`src/rtl/sram2sraml_wbuf.sv`:
```
// sram2sraml_wbuf: data-side SRAM -> SRAM-like bridge with a posted-write buffer.
// Stores are queued and retire in the background. Loads wait until the buffer has
// drained and then issue their own request, so a load never overtakes a buffered store.
// A request is launched combinationally from IDLE. If the address is not accepted in
// that cycle, the payload is latched and held stable in REQ until it is.
module sram2sraml_wbuf #(
  parameter int unsigned ADDR_W      = 32,
  parameter int unsigned WB_DEPTH    = 4,
  parameter int unsigned POST_WRITES = 1
) (
  input  logic              clk,
  input  logic              rst,
  input  logic              data_sram_en,
  input  logic [ADDR_W-1:0] data_sram_addr,
  input  logic [3:0]        data_sram_wen,
  input  logic [31:0]       data_sram_wdata,
  output logic [31:0]       data_sram_rdata,
  output logic              d_stall,
  input  logic              longest_stall,
  output logic              wb_empty,
  output logic              data_req,
  output logic              data_wr,
  output logic [1:0]        data_size,
  output logic [ADDR_W-1:0] data_addr,
  output logic [31:0]       data_wdata,
  input  logic [31:0]       data_rdata,
  input  logic              data_addr_ok,
  input  logic              data_data_ok
);

  localparam int unsigned PTR_W = (WB_DEPTH > 1) ? $clog2(WB_DEPTH) : 1;
  localparam int unsigned CNT_W = PTR_W + 1;

  localparam logic [1:0] S_IDLE = 2'd0;
  localparam logic [1:0] S_REQ  = 2'd1;
  localparam logic [1:0] S_WAIT = 2'd2;

  typedef struct packed {
    logic [ADDR_W-1:0] addr;
    logic [31:0]       wdata;
    logic [1:0]        size;
  } wb_entry_t;

  // Map byte enables to the SRAM-like size code. A load (0000) is a full word.
  function automatic logic [1:0] size_of(input logic [3:0] wen);
    logic [1:0] s;
    case (wen)
      4'b0001, 4'b0010, 4'b0100, 4'b1000: s = 2'b00;
      4'b0011, 4'b1100:                   s = 2'b01;
      default:                            s = 2'b10;
    endcase
    return s;
  endfunction

  wb_entry_t          mem [WB_DEPTH];
  logic [PTR_W-1:0]   rd_ptr;
  logic [PTR_W-1:0]   wr_ptr;
  logic [CNT_W-1:0]   count;

  logic [1:0]         state;
  logic [1:0]         state_nxt;

  wb_entry_t          req_q;
  logic               req_wr_q;
  logic               req_buf_q;

  logic               done;
  logic [31:0]        rdata_save;

  wb_entry_t          pipe_ent;
  wb_entry_t          issue_ent;
  wb_entry_t          cur_ent;
  logic               is_store;
  logic               posted_store;
  logic               buf_full;
  logic               buf_nonempty;
  logic               push;
  logic               pop;
  logic               pipe_own;
  logic               idle_go;
  logic               cur_wr;
  logic               cur_buf;
  logic               accept;
  logic               xfer_done;
  logic               rd_fin;
  logic               load_fin;

  // Source selection, handshake decode and buffer push/pop qualification.
  always_comb begin
    pipe_ent       = '0;
    pipe_ent.addr  = data_sram_addr;
    pipe_ent.wdata = data_sram_wdata;
    pipe_ent.size  = size_of(data_sram_wen);

    is_store     = |data_sram_wen;
    posted_store = data_sram_en & is_store & (POST_WRITES != 0);
    buf_full     = (count == CNT_W'(WB_DEPTH));
    buf_nonempty = (count != '0);

    push     = ~rst & posted_store & ~done & ~buf_full;
    pipe_own = data_sram_en & ~done & ~(is_store & (POST_WRITES != 0));
    idle_go  = ~rst & (state == S_IDLE) & (buf_nonempty | pipe_own);

    issue_ent = buf_nonempty ? mem[rd_ptr] : pipe_ent;
    cur_ent   = (state == S_IDLE) ? issue_ent : req_q;
    cur_wr    = (state == S_IDLE) ? (buf_nonempty | is_store) : req_wr_q;
    cur_buf   = (state == S_IDLE) ? buf_nonempty : req_buf_q;

    data_req  = idle_go | (~rst & (state == S_REQ));
    accept    = data_req & data_addr_ok;
    xfer_done = data_data_ok & ((state == S_WAIT) | accept);
    pop       = accept & cur_buf;
    rd_fin    = xfer_done & ~cur_buf;
    load_fin  = rd_fin & ~cur_wr;
  end

  // Output drive: bus payload, stall and drain status.
  always_comb begin
    data_wr         = cur_wr;
    data_size       = cur_ent.size;
    data_addr       = cur_ent.addr;
    data_wdata      = cur_ent.wdata;
    d_stall         = data_sram_en & ~done & ~push;
    wb_empty        = ~buf_nonempty & (state == S_IDLE);
    data_sram_rdata = rdata_save;
  end

  // Bus FSM next-state: one transaction outstanding at a time.
  always_comb begin
    state_nxt = state;
    case (state)
      S_IDLE: begin
        if (idle_go) begin
          if (data_addr_ok) state_nxt = data_data_ok ? S_IDLE : S_WAIT;
          else              state_nxt = S_REQ;
        end
      end
      S_REQ: begin
        if (data_addr_ok) state_nxt = data_data_ok ? S_IDLE : S_WAIT;
      end
      S_WAIT: begin
        if (data_data_ok) state_nxt = S_IDLE;
      end
      default: state_nxt = S_IDLE;
    endcase
  end

  // Bus FSM state register.
  always_ff @(posedge clk) begin
    if (rst) state <= S_IDLE;
    else     state <= state_nxt;
  end

  // Latch the launched payload so it stays stable through REQ and WAIT.
  always_ff @(posedge clk) begin
    if (rst) begin
      req_q     <= '0;
      req_wr_q  <= 1'b0;
      req_buf_q <= 1'b0;
    end else if (idle_go) begin
      req_q     <= issue_ent;
      req_wr_q  <= buf_nonempty | is_store;
      req_buf_q <= buf_nonempty;
    end
  end

  // Write-buffer storage.
  always_ff @(posedge clk) begin
    if (push) mem[wr_ptr] <= pipe_ent;
  end

  // Write-buffer pointers and occupancy.
  always_ff @(posedge clk) begin
    if (rst) begin
      rd_ptr <= '0;
      wr_ptr <= '0;
      count  <= '0;
    end else begin
      if (push) wr_ptr <= wr_ptr + PTR_W'(1);
      if (pop)  rd_ptr <= rd_ptr + PTR_W'(1);
      case ({push, pop})
        2'b10:   count <= count + CNT_W'(1);
        2'b01:   count <= count - CNT_W'(1);
        default: count <= count;
      endcase
    end
  end

  // Completion flag: blocks re-push / re-issue while another unit holds the pipeline.
  always_ff @(posedge clk) begin
    if (rst)                                 done <= 1'b0;
    else if ((push | rd_fin) & longest_stall) done <= 1'b1;
    else if (~longest_stall)                 done <= 1'b0;
  end

  // Load data register, held until the next load completes.
  always_ff @(posedge clk) begin
    if (rst)           rdata_save <= '0;
    else if (load_fin) rdata_save <= data_rdata;
  end

endmodule

```
`config.mk`:
```
export PLATFORM = sky130hd
export DESIGN_NAME = sram2sraml_wbuf
export DESIGN_NICKNAME = d
export VERILOG_FILES = /design/src/rtl/sram2sraml_wbuf.sv
export SDC_FILE = /design/constraint.sdc
export NUM_CORES = 1
export LEC_CHECK = 0
export ABC_CLOCK_PERIOD_IN_PS = 6200
export BUFFER_PORTS_ARGS = -buffer_cell sky130_fd_sc_hd__buf_2
export CAP_MARGIN = 10
export CORE_ASPECT_RATIO = 0.75
export CORE_MARGIN = 5
export CORE_UTILIZATION = 55
export CTS_BUF_LIST = sky130_fd_sc_hd__clkbuf_8
export CTS_CLUSTER_SIZE = 16
export DETAILED_ROUTE_END_ITERATION = 6
export PLACE_DENSITY_LB_ADDON = 0.12
export SLEW_MARGIN = 5
export SYNTH_ARGS = -nofsm -noshare
export SYNTH_HDL_FRONTEND = slang
export SYNTH_SLANG_ARGS = --single-unit
```
`constraint.sdc`:
```
create_clock -name clk -period 6.2 [get_ports clk]
set_input_delay 1.24 -clock clk [delete_from_list [all_inputs] [get_ports clk]]
set_output_delay 1.24 -clock clk [all_outputs]
set_load 0.02 [all_outputs]
```
# After elaboration in Yosys (flattened, before gate mapping)
# Memories as Yosys holds them, arrays and structs flattened. A register that Yosys moved wholly into a read port is not among the register bits.
# Index checks and enable logic that the tools add are counted.
# totals
register_bits	110
mem_bits_rw	264
wordCells	86
n_memories	1
# memory_table
name	depth	width	read_ports	rd_ports_with_merged_regs	wr	line	text
mem	4	66	1	1	1	55	wb_entry_t mem [WB_DEPTH];
# classes
add_sub_neg	4
eq_ne	15
muxes	18
bitwise	30
reduce_logical	7
# op_table
operator	count
$mux W66	2
$and A1 B1 Y1	17
$mux W2	7
$eq A4 B2 Y1 const B	2
$eq A4 B4 Y1 const B	2
$not A1 Y1	8
$reduce_or A4 Y1	2
$mux W1	6
$ne A2 B2 Y1 const B	3
$pmux W2 S3	1
$pmux W3 S2	1
$or A1 B1 Y1	5
$add A2 B1 Y2 const B	2
$eq A2 B1 Y1 const B	2
$eq A2 B2 Y1 const B	2
$eq A4 B1 Y1 const B	1
$eq A4 B3 Y1 const B	1
$pmux W2 S2	1
$add A3 B1 Y3 const B	1
$eq A3 B3 Y1 const B	1
$reduce_and A3 Y1	1
$reduce_bool A3 Y1	1
$sub A3 B1 Y3 const B	1
$logic_not A2 Y1	1
other kinds (3)	3

# Longest topological paths before layout
# Gate-level depths: netlist of the first run.
# logic_depth
depth_word	13
ltp_mapped	10
depth_no_buf	9

# Least setup slack after synthesis of the first run
# Ideal clock, no wire load.
# synth_timing
path_type	input -> register
startpoint	input port data_sram_en
endpoint	memory mem[0][0] (netlist bit) (enable)
arrival_time_ps	3653
path_slack_ps	2116
stages	3
path_cell_list	nand2b_1 a2111oi_2 and2_1
# synth_via
elab_chain_cells	6
# synth_rtl
element	line	text
start: declaration	13	input logic data_sram_en,
$and A1 B1 Y1	96	posted_store = data_sram_en & is_store & (POST_WRITES != 0);
$and A1 B1 Y1 (3 in series)	100	push = ~rst & posted_store & ~done & ~buf_full;
$mux W1	169	if (push) mem[wr_ptr] <= pipe_ent;
$mux W1 (not written as such)	169	
end: declaration	55	
# Every way passes these cells.

# Worst setup path after layout of the first run
# layout_timing
startpoint	register count[0]
endpoint	output port data_addr[17]
# layout_via
elab_chain_cells	3
# layout_rtl
element	line	text
start: declaration	58	logic [CNT_W-1:0] count;
start signal: assignment	182	2'b10: count <= count + CNT_W'(1);
start signal: assignment	183	2'b01: count <= count - CNT_W'(1);
start signal: assignment	184	default: count <= count;
$reduce_bool A3 Y1	98	buf_nonempty = (count != '0);
$mux W66	104	issue_ent = buf_nonempty ? mem[rd_ptr] : pipe_ent;
$mux W66	105	cur_ent = (state == S_IDLE) ? issue_ent : req_q;
end: declaration	24	output logic [ADDR_W-1:0] data_addr,
# Every way passes these cells.

==> results of run 1 <==
==> power groups by stage <==
stage	combinational [mW]	sequential (mW)	clock, mW
final	0.923	2.91	1.75
after CTS	0.940	2.91	1.81
after floorplan	0.658	2.93	0
after detailed placement	0.937	2.96	0
after global routing	1.01	2.92	1.93
after global placement	0.925	2.96	0
==> final cells by class <==
cell class / count / area, um2 / share of cell area, %
Sequential cell: 376 / 10180 / 59.40
Tap cell: 351 / 439.2 / 2.563
Inverter: 7 / 26.28 / 0.1534
Clock inverter: 43 / 175.2 / 1.022
Clock buffer: 58 / 798.3 / 4.659
Antenna cell: 1 / 2.502 / 0.01461
Multi-Input combinational cell: 535 / 4425 / 25.83
Timing Repair Buffer: 214 / 1089 / 6.354
==> flip-flops by register name (all words and copies together) (netlist names), named ones only <==
signal           count
mem                264
req_q               66
state                2
done                 1
req_buf_q            1
wr_ptr               2
rd_ptr               2
req_wr_q             1
count                3
data_sram_rdata     32
==> cell families (layout without fill, tap and decap cells) <==
group,Yosys count,in the layout
compound gates,153,153
xor+xnor,6,6
fa+ha+maj,6,6
buf+inv,76,322
flops,376,376
mux,165,165
other cells,0,1
simple gates,205,205
==> tightest hold or removal path, cell delays in order (launching register included) <==
cell                      delay, ns
sky130_fd_sc_hd__dfxtp_1       0.31
sky130_fd_sc_hd__nand3_1       0.06
sky130_fd_sc_hd__o21ai_1       0.05
==> routing by layer <==
metal,share of wire (%),wire length (um),track usage [%]
met5,0.16,48,0
met4,1.4,420,4.062
met3,6.0,1852,5.041
met2,47,14340,31.23
met1,46,13990,28.09
==> worst paths after layout <==
check,startpoint,endpoint,slack [ns],depth (start not counted)
setup reg to reg,state[0],req_q[36],3.00,5
setup / recovery,count[0],data_addr[17],1.84,5
hold reg to reg,req_q[40],req_q[40],0.46,2
hold / removal,req_q[40],req_q[40],0.46,2
==> cells in the final DEF, fill, tap and decap left out, types with 3 or more instances in the layout <==
| cell type | instances |
|---|---|
| sky130_fd_sc_hd__nor2_1 | 47 |
| sky130_fd_sc_hd__inv_1 | 27 |
| sky130_fd_sc_hd__o21ai_1 | 21 |
| sky130_fd_sc_hd__a21oi_1 | 5 |
| sky130_fd_sc_hd__and2_4 | 4 |
| sky130_fd_sc_hd__clkinv_1 | 13 |
| sky130_fd_sc_hd__xor2_1 | 3 |
| sky130_fd_sc_hd__nand2_1 | 69 |
| sky130_fd_sc_hd__clkbuf_8 | 58 |
| sky130_fd_sc_hd__buf_4 | 7 |
| sky130_fd_sc_hd__mux4_2 | 66 |
| sky130_fd_sc_hd__nand3_1 | 66 |
| sky130_fd_sc_hd__nand2b_1 | 3 |
| sky130_fd_sc_hd__xnor2_1 | 3 |
| sky130_fd_sc_hd__buf_2 | 207 |
| sky130_fd_sc_hd__ha_1 | 5 |
| sky130_fd_sc_hd__clkinv_2 | 8 |
| sky130_fd_sc_hd__edfxtp_1 | 264 |
| sky130_fd_sc_hd__o21ai_0 | 113 |
| sky130_fd_sc_hd__mux2i_1 | 97 |
| sky130_fd_sc_hd__dfxtp_1 | 110 |
==> key figures, run 1 <==
Route
  – Post-DR vias/cell: 5.509
  – Final WL: 30660 um
  – First DRT Iteration DRCs: 512
  – Routed Antenna Nets: 0
  – Residual DRC: 0
  – Detailed-router iteration count before antenna repair: 5
  – Routed via count: 8731
  – Detailed-route wire length per cell: 19.34 um

Yosys
  – Seq/Total Area, Yosys: 67.96%
  – Yosys warning count: 0
  – Combinational family with the most area after synthesis: multiplexers
  – Post-synthesis adder-cell area fraction: 0.5518%
  – Leading post-synthesis cells by instance count: sky130_fd_sc_hd__edfxtp_1 (264), sky130_fd_sc_hd__o21ai_0 (113), sky130_fd_sc_hd__dfxtp_1 (112)
  – Simple-gate share of the synthesized area: 6.288%
  – Fraction of post-synthesis cell area in the top cell type by area: 52.98%
  – FF+latch count, synth: 376
  – Distinct cells, synth: 48
  – Most instantiated library cell after synthesis: sky130_fd_sc_hd__edfxtp_1
  – EDFF count, synth: 264
  – Synthesized cell area: 14960 um2
  – Synthesized-area fraction occupied by ao, oa, aoi and oai cells: 5.635%
  – Library cell occupying the most area in the post-synthesis netlist: sky130_fd_sc_hd__edfxtp_1
  – Syn_area_per_cell: 15.16 um2
  – Top flip-flop cell by instance count after synthesis: sky130_fd_sc_hd__edfxtp_1
  – XOR/XNOR Fraction of Synth Area: 0.3512%
  – Number of nets produced by synthesis: 1099
  – Mux cell area share after synthesis: 16.57%
  – Syn Inst Count: 987
  – Top post-synthesis cells by area: sky130_fd_sc_hd__edfxtp_1 (53%), sky130_fd_sc_hd__dfxtp_1 (15%), sky130_fd_sc_hd__mux4_2 (9.9%), sky130_fd_sc_hd__mux2i_1 (6.5%), sky130_fd_sc_hd__o21ai_0 (3.8%)
  – Asr flop ratio synth: 0%

STA
  – Worst-case setup margin in the final layout: 1.844 ns
  – Total count of max-transition violations in the final report: 0
  – Setup Total Neg Slack: 0 ns
  – Smallest hold slack: 0.4607 ns
  – Setup clock skew after layout: 0.02410 ns
  – Tightest Pin Transition: 1.095 ns
  – Upper clock frequency limit: 0.2296 GHz
  – Unrepaired setup endpoints after global routing: false
  – Minimum clock period after layout: 4.356 ns
  – Total count of hold-check failures in the final report: 0
  – Setup violators final: 0
  – Period utilization: 70.26%
  – Relative slew margins: 27.03%

Clock network
  – CTS HTree Levels: 2
  – Number of buffers on the longest clock path: 3
  – Clock insertion delay at the later pin of the skew report: 0.58 ns
  – Number of buffers added to fix hold violations after cts: 0
  – Clk sink count: 376
  – Number of post-CTS setup repair buffers: 0
  – Cts repair resizes: 0
  – Clock tree from TritonCTS: built
  – Inserted Clock Buffers: 55
  – Clock root cell: sky130_fd_sc_hd__clkbuf_8
  – Clock transition time at the flip-flop clock pins of the worst setup and hold paths: 0.07 ns

Worst setup path
  – Worst Setup Start Kind: flop
  – Top cell family by delay on the critical path: simple AND/OR/NAND/NOR gates
  – Classification of the worst setup path: reg -> out
  – Worst path required time: 4.96 ns
  – Buf+Inv Stages, Crit Path: 2
  – Critical path capture point type: output port
  – Largest driver fanout on the critical path: 47
  – Critical Path AT: 3.12 ns
  – Slowest cell delay on critical path: 0.81 ns
  – Worst path cell trace: or3_4 -> buf_4 -> mux2i_1 -> o21ai_0 -> buf_2
  – Cell with the biggest individual delay on the critical path: sky130_fd_sc_hd__or3_4

Power
  – Combinational share of power: 16.5%
  – Leakage power summed over all cells: 5.940 nW
  – Total power draw: 5.584 mW
  – Flop pwr share: 52.1%
  – Internal cell power: 4.039 mW
  – Switching portion of total power: 27.68%
  – Proportion of power drawn by the clock network: 31.4%
  – Switching component of the power: 1.546 mW
  – Total power density per cell area: 325.9 nW/um2
  – Worst VDD drop: 217.5 uV

GRT
  – Wire length of the first global-routing pass: 48510 um
  – Vias in the first global route: 8738
  – Maximum number of pins on one net before global-route repair: 105
  – Global route total overflow: 0
  – Number of antenna violations at the first check in global routing: 4
  – Global-route total usage across every layer: 19.66%

Floorplanning
  – Die area: 30640 um2
  – Floorplan die width: 200.5 um
  – Starting Density: 55.69%
  – Die Y: 152.9 um
  – Site Rows: 52
  – Boundary Pins: 208
  – Total core area: 26870 um2

Cells and area
  – Fill cell instance count of the final layout: 2061
  – Post-route non-filler standard cell count: 1585
  – End-of-flow core utilization: 63.76%
  – Syn-to-layout area delta: 14.49%
  – Post-layout instance area: 17130 um2
  – Final-stage net count: 1301
  – Layout cell share with drive strength beyond 1: 29.93%

Placed design
  – Number of I/O port buffers: 207
  – Dpl cell area: 16160 um2
  – Final HPWL DP: 18120 um
  – Worst slack, placed: 2.040 ns
  – Number of instances in the placed design: 1483
  – Final weighted congestion of routability-driven global placement: 0.7253

Min path
  – Hold crit path type: reg -> reg

Run
  – # Max-Cap Violations: 0

Run status
  – Result of the run: finished clean
Power figures use the tool's default switching activity.
==> inputs of run 2 (changes only) <==
- ABC_CLOCK_PERIOD_IN_PS: 6200 -> 3800
- CORE_UTILIZATION: 55 -> 54
- clock period: 6.2 -> 3.8 ns (I/O delays scaled with it)
==> key figures, run 2 (synthesis results as in run 1) <==
Run status
  – Result of the run: finished clean

Power
  – Total power draw: 9.453 mW
  – Worst VDD drop: 329.9 uV
  – Total power density per cell area: 540.8 nW/um2
  – Leakage power summed over all cells: 6.130 nW

GRT
  – Global route total overflow: 0
  – Met2 Usage GRT: 32.98%
  – Met3 usage: 5.096%
  – GR Layer Usage met1: 28.67%
  – Vias in the first global route: 9095
  – Maximum number of pins on one net before global-route repair: 73
  – Number of antenna violations at the first check in global routing: 4
  – Most heavily used metal layer in global routing: met2
  – Global-route total usage across every layer: 20.50%
  – Wire length of the first global-routing pass: 50830 um

Worst setup path
  – Largest driver fanout on the critical path: 35
  – Worst path required time: 3.04 ns
  – Worst Setup Start Kind: flop
  – Depth of the worst register-to-register path: 5
  – Classification of the worst setup path: reg -> out
  – Critical path capture point type: output port
  – Critical Path AT: 2.64 ns

Clock network
  – CTS HTree Levels: 2
  – Clk sink count: 376
  – Number of post-CTS setup repair buffers: 0
  – Number of buffers added to fix hold violations after cts: 0
  – Clock transition time at the flip-flop clock pins of the worst setup and hold paths: 0.06 ns
  – Cts repair resizes: 0
  – Clock tree from TritonCTS: built
  – Clock root cell: sky130_fd_sc_hd__clkbuf_8
  – Number of buffers on the longest clock path: 3
  – Clock insertion delay at the later pin of the skew report: 0.60 ns
  – Inserted Clock Buffers: 56

Run
  – # Max-Cap Violations: 0

STA
  – Worst-case setup margin in the final layout: 0.4043 ns
  – Relative slew margins: 47.49%
  – Total count of max-transition violations in the final report: 0
  – Setup violators final: 0
  – Tightest Pin Transition: 0.7876 ns
  – Unrepaired setup endpoints after global routing: false
  – Setup clock skew after layout: 0.01811 ns
  – Period utilization: 89.36%
  – Upper clock frequency limit: 0.2945 GHz
  – Total count of hold-check failures in the final report: 0
  – Setup Total Neg Slack: 0 ns
  – Minimum clock period after layout: 3.396 ns

Floorplanning
  – Floorplan die width: 202.2 um
  – Boundary Pins: 208
  – Starting Density: 55.16%
  – Die Y: 154.2 um
  – Total core area: 27130 um2
  – Die area: 31180 um2
  – Site Rows: 52

Placed design
  – Dpl cell area: 16370 um2
  – Number of I/O port buffers: 207
  – Worst slack, placed: 0.8759 ns
  – Final weighted congestion of routability-driven global placement: 0.7030
  – Final HPWL DP: 19640 um

Cells and area
  – Seq. cell area: 10180 um2
  – Flip-flop count of the largest register after layout: 264
  – Syn-to-layout area delta: 16.82%
  – Final-stage net count: 1319
  – Fill cell instance count of the final layout: 2030
  – Most frequent cells in the layout: sky130_fd_sc_hd__edfxtp_1 (264), sky130_fd_sc_hd__buf_2 (207), sky130_fd_sc_hd__o21ai_0 (113)
  – Layout cell share with drive strength beyond 1: 31.58%
  – Register with the most flip-flops: mem
  – Area occupied by multi-input gates: 4425 um2
  – Post-layout instance area: 17480 um2
  – Commonest non-fill, non-tap cell in the layout: sky130_fd_sc_hd__edfxtp_1

Route
  – Routed via count: 8952
  – First DRT Iteration DRCs: 532
  – Residual DRC: 0
  – Final WL: 32040 um
  – Routed Antenna Nets: 0
  – Post-DR vias/cell: 5.574
  – Detailed-router iteration count before antenna repair: 5
  – Detailed-route wire length per cell: 19.95 um

Min path
  – Worst hold path cell count: 2
  – Hold crit path type: in -> reg
## run 2: cell types whose count changed in the layout (fill, tap and decap cells not counted), sizes merged
cell,delta
buf,+17
clkinvlp,-1
inv,+3
clkinv,-10
clkbuf,+12
## run 2: layout make-up
type | count | area share [%]
well taps | 351 | 2.512
clock inverters | 35 | 0.8231
clock buffers | 70 | 5.511
diodes | 1 | 0.01431
multi-input cells | 535 | 25.31
repair buffers | 231 | 7.458
inverters | 7 | 0.1503
flip-flops and latches | 376 | 58.22
## run 2: power breakdown
part           internal [mW]  total, mW  switching (mW)  leakage (nW)
Combinational          0.592       1.57           0.979          2.16
Sequential              4.62       4.73           0.108          3.31
Clock                   1.66       3.16            1.50         0.662
Total                   6.87       9.45            2.59          6.13
## run 2: stage by stage
step	utilization (%)	hold WS, ns	cells
6_report	64.43	0.3595	1606
5_1_grt	64.43	0.3260	1605
4_1_cts	64.43	0.3155	1605
3_5_place_dp	60.34	0.4531	1500
3_3_place_gp	60.34	0.4474	1500
2_1_floorplan	-	0.4414	987
## run 2: layer usage
| layer | share of wire [%] | vias to the layer above |
|---|---|---|
| met5 | 0.11 | - |
| met4 | 1.6 | 6 |
| met3 | 6.6 | 53 |
| met2 | 47 | 246 |
| met1 | 44 | 4435 |
| li1 | - | 4212 |
## run 2: critical path: stages (launching register included)
cell and delay, ns:
sky130_fd_sc_hd__dfxtp_4 0.56, sky130_fd_sc_hd__buf_12 0.34, sky130_fd_sc_hd__mux4_2 0.54, sky130_fd_sc_hd__mux2i_1 0.18, sky130_fd_sc_hd__o21ai_0 0.17, sky130_fd_sc_hd__buf_2 0.23
## run 2: worst paths after layout
path,from,endpoint,slack [ns]
worst max register to register,state[0],req_q[57],1.22
worst min-delay path,data_data_ok,state[1],0.36
worst max-delay path,flop,data_wdata[25],0.40
worst min register to register,req_q[33],req_q[33],0.46
==> inputs of run 3 (changes only) <==
- BUFFER_PORTS_ARGS: -buffer_cell sky130_fd_sc_hd__buf_2 -> not set
- CORE_UTILIZATION: 54 -> 55
- DONT_BUFFER_PORTS: not set -> 1
- GPL_ROUTABILITY_DRIVEN: not set -> 0
==> key figures, run 3 (synthesis results as in run 1) <==
Run status
  – Result of the run: finished clean

Power
  – Switching portion of total power: 27.04%
  – Total power density per cell area: 556.8 nW/um2
  – Proportion of power drawn by the clock network: 33.8%
  – Total power draw: 9.174 mW
  – Flop pwr share: 51.7%
  – Worst VDD drop: 329.2 uV
  – Switching component of the power: 2.480 mW
  – Combinational share of power: 14.6%
  – Internal cell power: 6.693 mW
  – Leakage power summed over all cells: 5.274 nW

Clock network
  – Clk sink count: 376
  – Inserted Clock Buffers: 55
  – Number of buffers on the longest clock path: 3
  – Number of buffers added to fix hold violations after cts: 0
  – Clock root cell: sky130_fd_sc_hd__clkbuf_8
  – Cts repair resizes: 0
  – Clock tree from TritonCTS: built
  – Number of post-CTS setup repair buffers: 0
  – CTS HTree Levels: 2
  – Clock insertion delay at the later pin of the skew report: 0.59 ns
  – Clock transition time at the flip-flop clock pins of the worst setup and hold paths: 0.07 ns

STA
  – Upper clock frequency limit: 0.2799 GHz
  – Setup Total Neg Slack: 0 ns
  – Tightest Pin Transition: 0.8980 ns
  – Period utilization: 94.02%
  – Worst-case setup margin in the final layout: 0.2274 ns
  – Setup clock skew after layout: 0.01090 ns
  – Unrepaired setup endpoints after global routing: false
  – Setup violators final: 0
  – Total count of max-transition violations in the final report: 0
  – Minimum clock period after layout: 3.573 ns
  – Relative slew margins: 39.85%
  – Total count of hold-check failures in the final report: 0
  – Smallest hold slack: 0.2422 ns

Route
  – Residual DRC: 0
  – Detailed-route wire length per cell: 22.07 um
  – Post-DR vias/cell: 5.811
  – Routed via count: 8153
  – Final WL: 30970 um
  – Routed Antenna Nets: 0
  – Detailed-router iteration count before antenna repair: 4
  – First DRT Iteration DRCs: 567

Worst setup path
  – Critical path capture point type: output port
  – Depth of the worst register-to-register path: 8
  – Worst reg2reg setup slack: 0.80 ns
  – Largest driver fanout on the critical path: 22
  – Critical Path AT: 2.81 ns
  – Worst path required time: 3.04 ns
  – Launching element of the worst setup path: count[2]
  – Capturing point of the worst reg2reg path: count[2]
  – Classification of the worst setup path: reg -> out
  – Startpoint of the lowest-slack register-to-register path: count[0]
  – Worst Setup Start Kind: flop

Placed design
  – Worst slack, placed: 0.6711 ns
  – Dpl cell area: 15400 um2
  – Number of I/O port buffers: 0
  – Final HPWL DP: 18820 um
  – Number of instances in the placed design: 1298

Cells and area
  – Final-stage net count: 1117
  – Register with the most flip-flops: mem
  – Number of antenna repair diodes: 0
  – Most frequent cells in the layout: sky130_fd_sc_hd__edfxtp_1 (264), sky130_fd_sc_hd__o21ai_0 (113), sky130_fd_sc_hd__dfxtp_1 (110)
  – Post-route non-filler standard cell count: 1403
  – Syn-to-layout area delta: 10.09%
  – Layout cell share with drive strength beyond 1: 17.87%
  – Commonest non-fill, non-tap cell in the layout: sky130_fd_sc_hd__edfxtp_1
  – End-of-flow core utilization: 61.31%
  – Flip-flop count of the largest register after layout: 264
  – Post-layout instance area: 16470 um2

GRT
  – Wire length of the first global-routing pass: 47750 um
  – Maximum number of pins on one net before global-route repair: 69
  – Global route total overflow: 0
  – Number of antenna violations at the first check in global routing: 0
  – Vias in the first global route: 8125
  – Global-route total usage across every layer: 19.62%

Min path
  – Hold EP: state[0]
  – Hold crit path type: in -> reg
  – Worst hold path startpoint: data_addr_ok
  – Worst hold path cell count: 1

Run
  – # Max-Cap Violations: 0

Floorplanning
  – Die Y: 152.9 um
  – Starting Density: 55.69%
  – Total core area: 26870 um2
  – Floorplan die width: 200.5 um
  – Site Rows: 52
  – Boundary Pins: 208
  – Die area: 30640 um2
[run 3: worst max path at each step]
stage                                to  slack (ns)  cells past startpoint
after floorplan               mem[1][0]        0.20                      3
after global placement    data_addr[12]        0.75                      4
after detailed placement  data_addr[18]        0.67                      4
after CTS                 data_addr[18]      0.0008                      4
after global routing      data_addr[12]        0.07                      4
final                      data_addr[2]        0.23                      3
[run 3: critical path, cell delays in order (launching register included)]
cell	delay (ns)
sky130_fd_sc_hd__dfxtp_1	0.41
sky130_fd_sc_hd__or3_2	0.92
sky130_fd_sc_hd__mux2i_1	0.24
sky130_fd_sc_hd__o21ai_0	0.65
[run 3: cell type report]
cell class                 count  area (um2)
fill                        2040       10400
sequential                   376       10180
multi-input combinational    536        4433
clock buffer                  61       839.6
tap                          351       439.2
timing repair buffer          29       330.3
clock inverter                43       229.0
inverter                       7       26.28
[run 3: power groups by stage]
stage	logic, mW	registers, mW	clock network (mW)
5_1_grt	1.45	4.76	3.40
4_1_cts	1.35	4.73	3.19
2_1_floorplan	1.07	4.78	0
3_5_place_dp	1.34	4.82	0
3_3_place_gp	1.33	4.81	0
6_report	1.33	4.74	3.10
[run 3: routing by layer]
layer | wire length [um] | vias up | GRT usage (%) | share of wire [%]
met5 | 0 | - | 0 | 0
met4 | 448 | 0 | 4.848 | 1.4
met3 | 2194 | 37 | 6.100 | 7.1
met2 | 14280 | 233 | 30.26 | 46
met1 | 14050 | 4074 | 27.72 | 45
li1 | - | 3809 | - | -
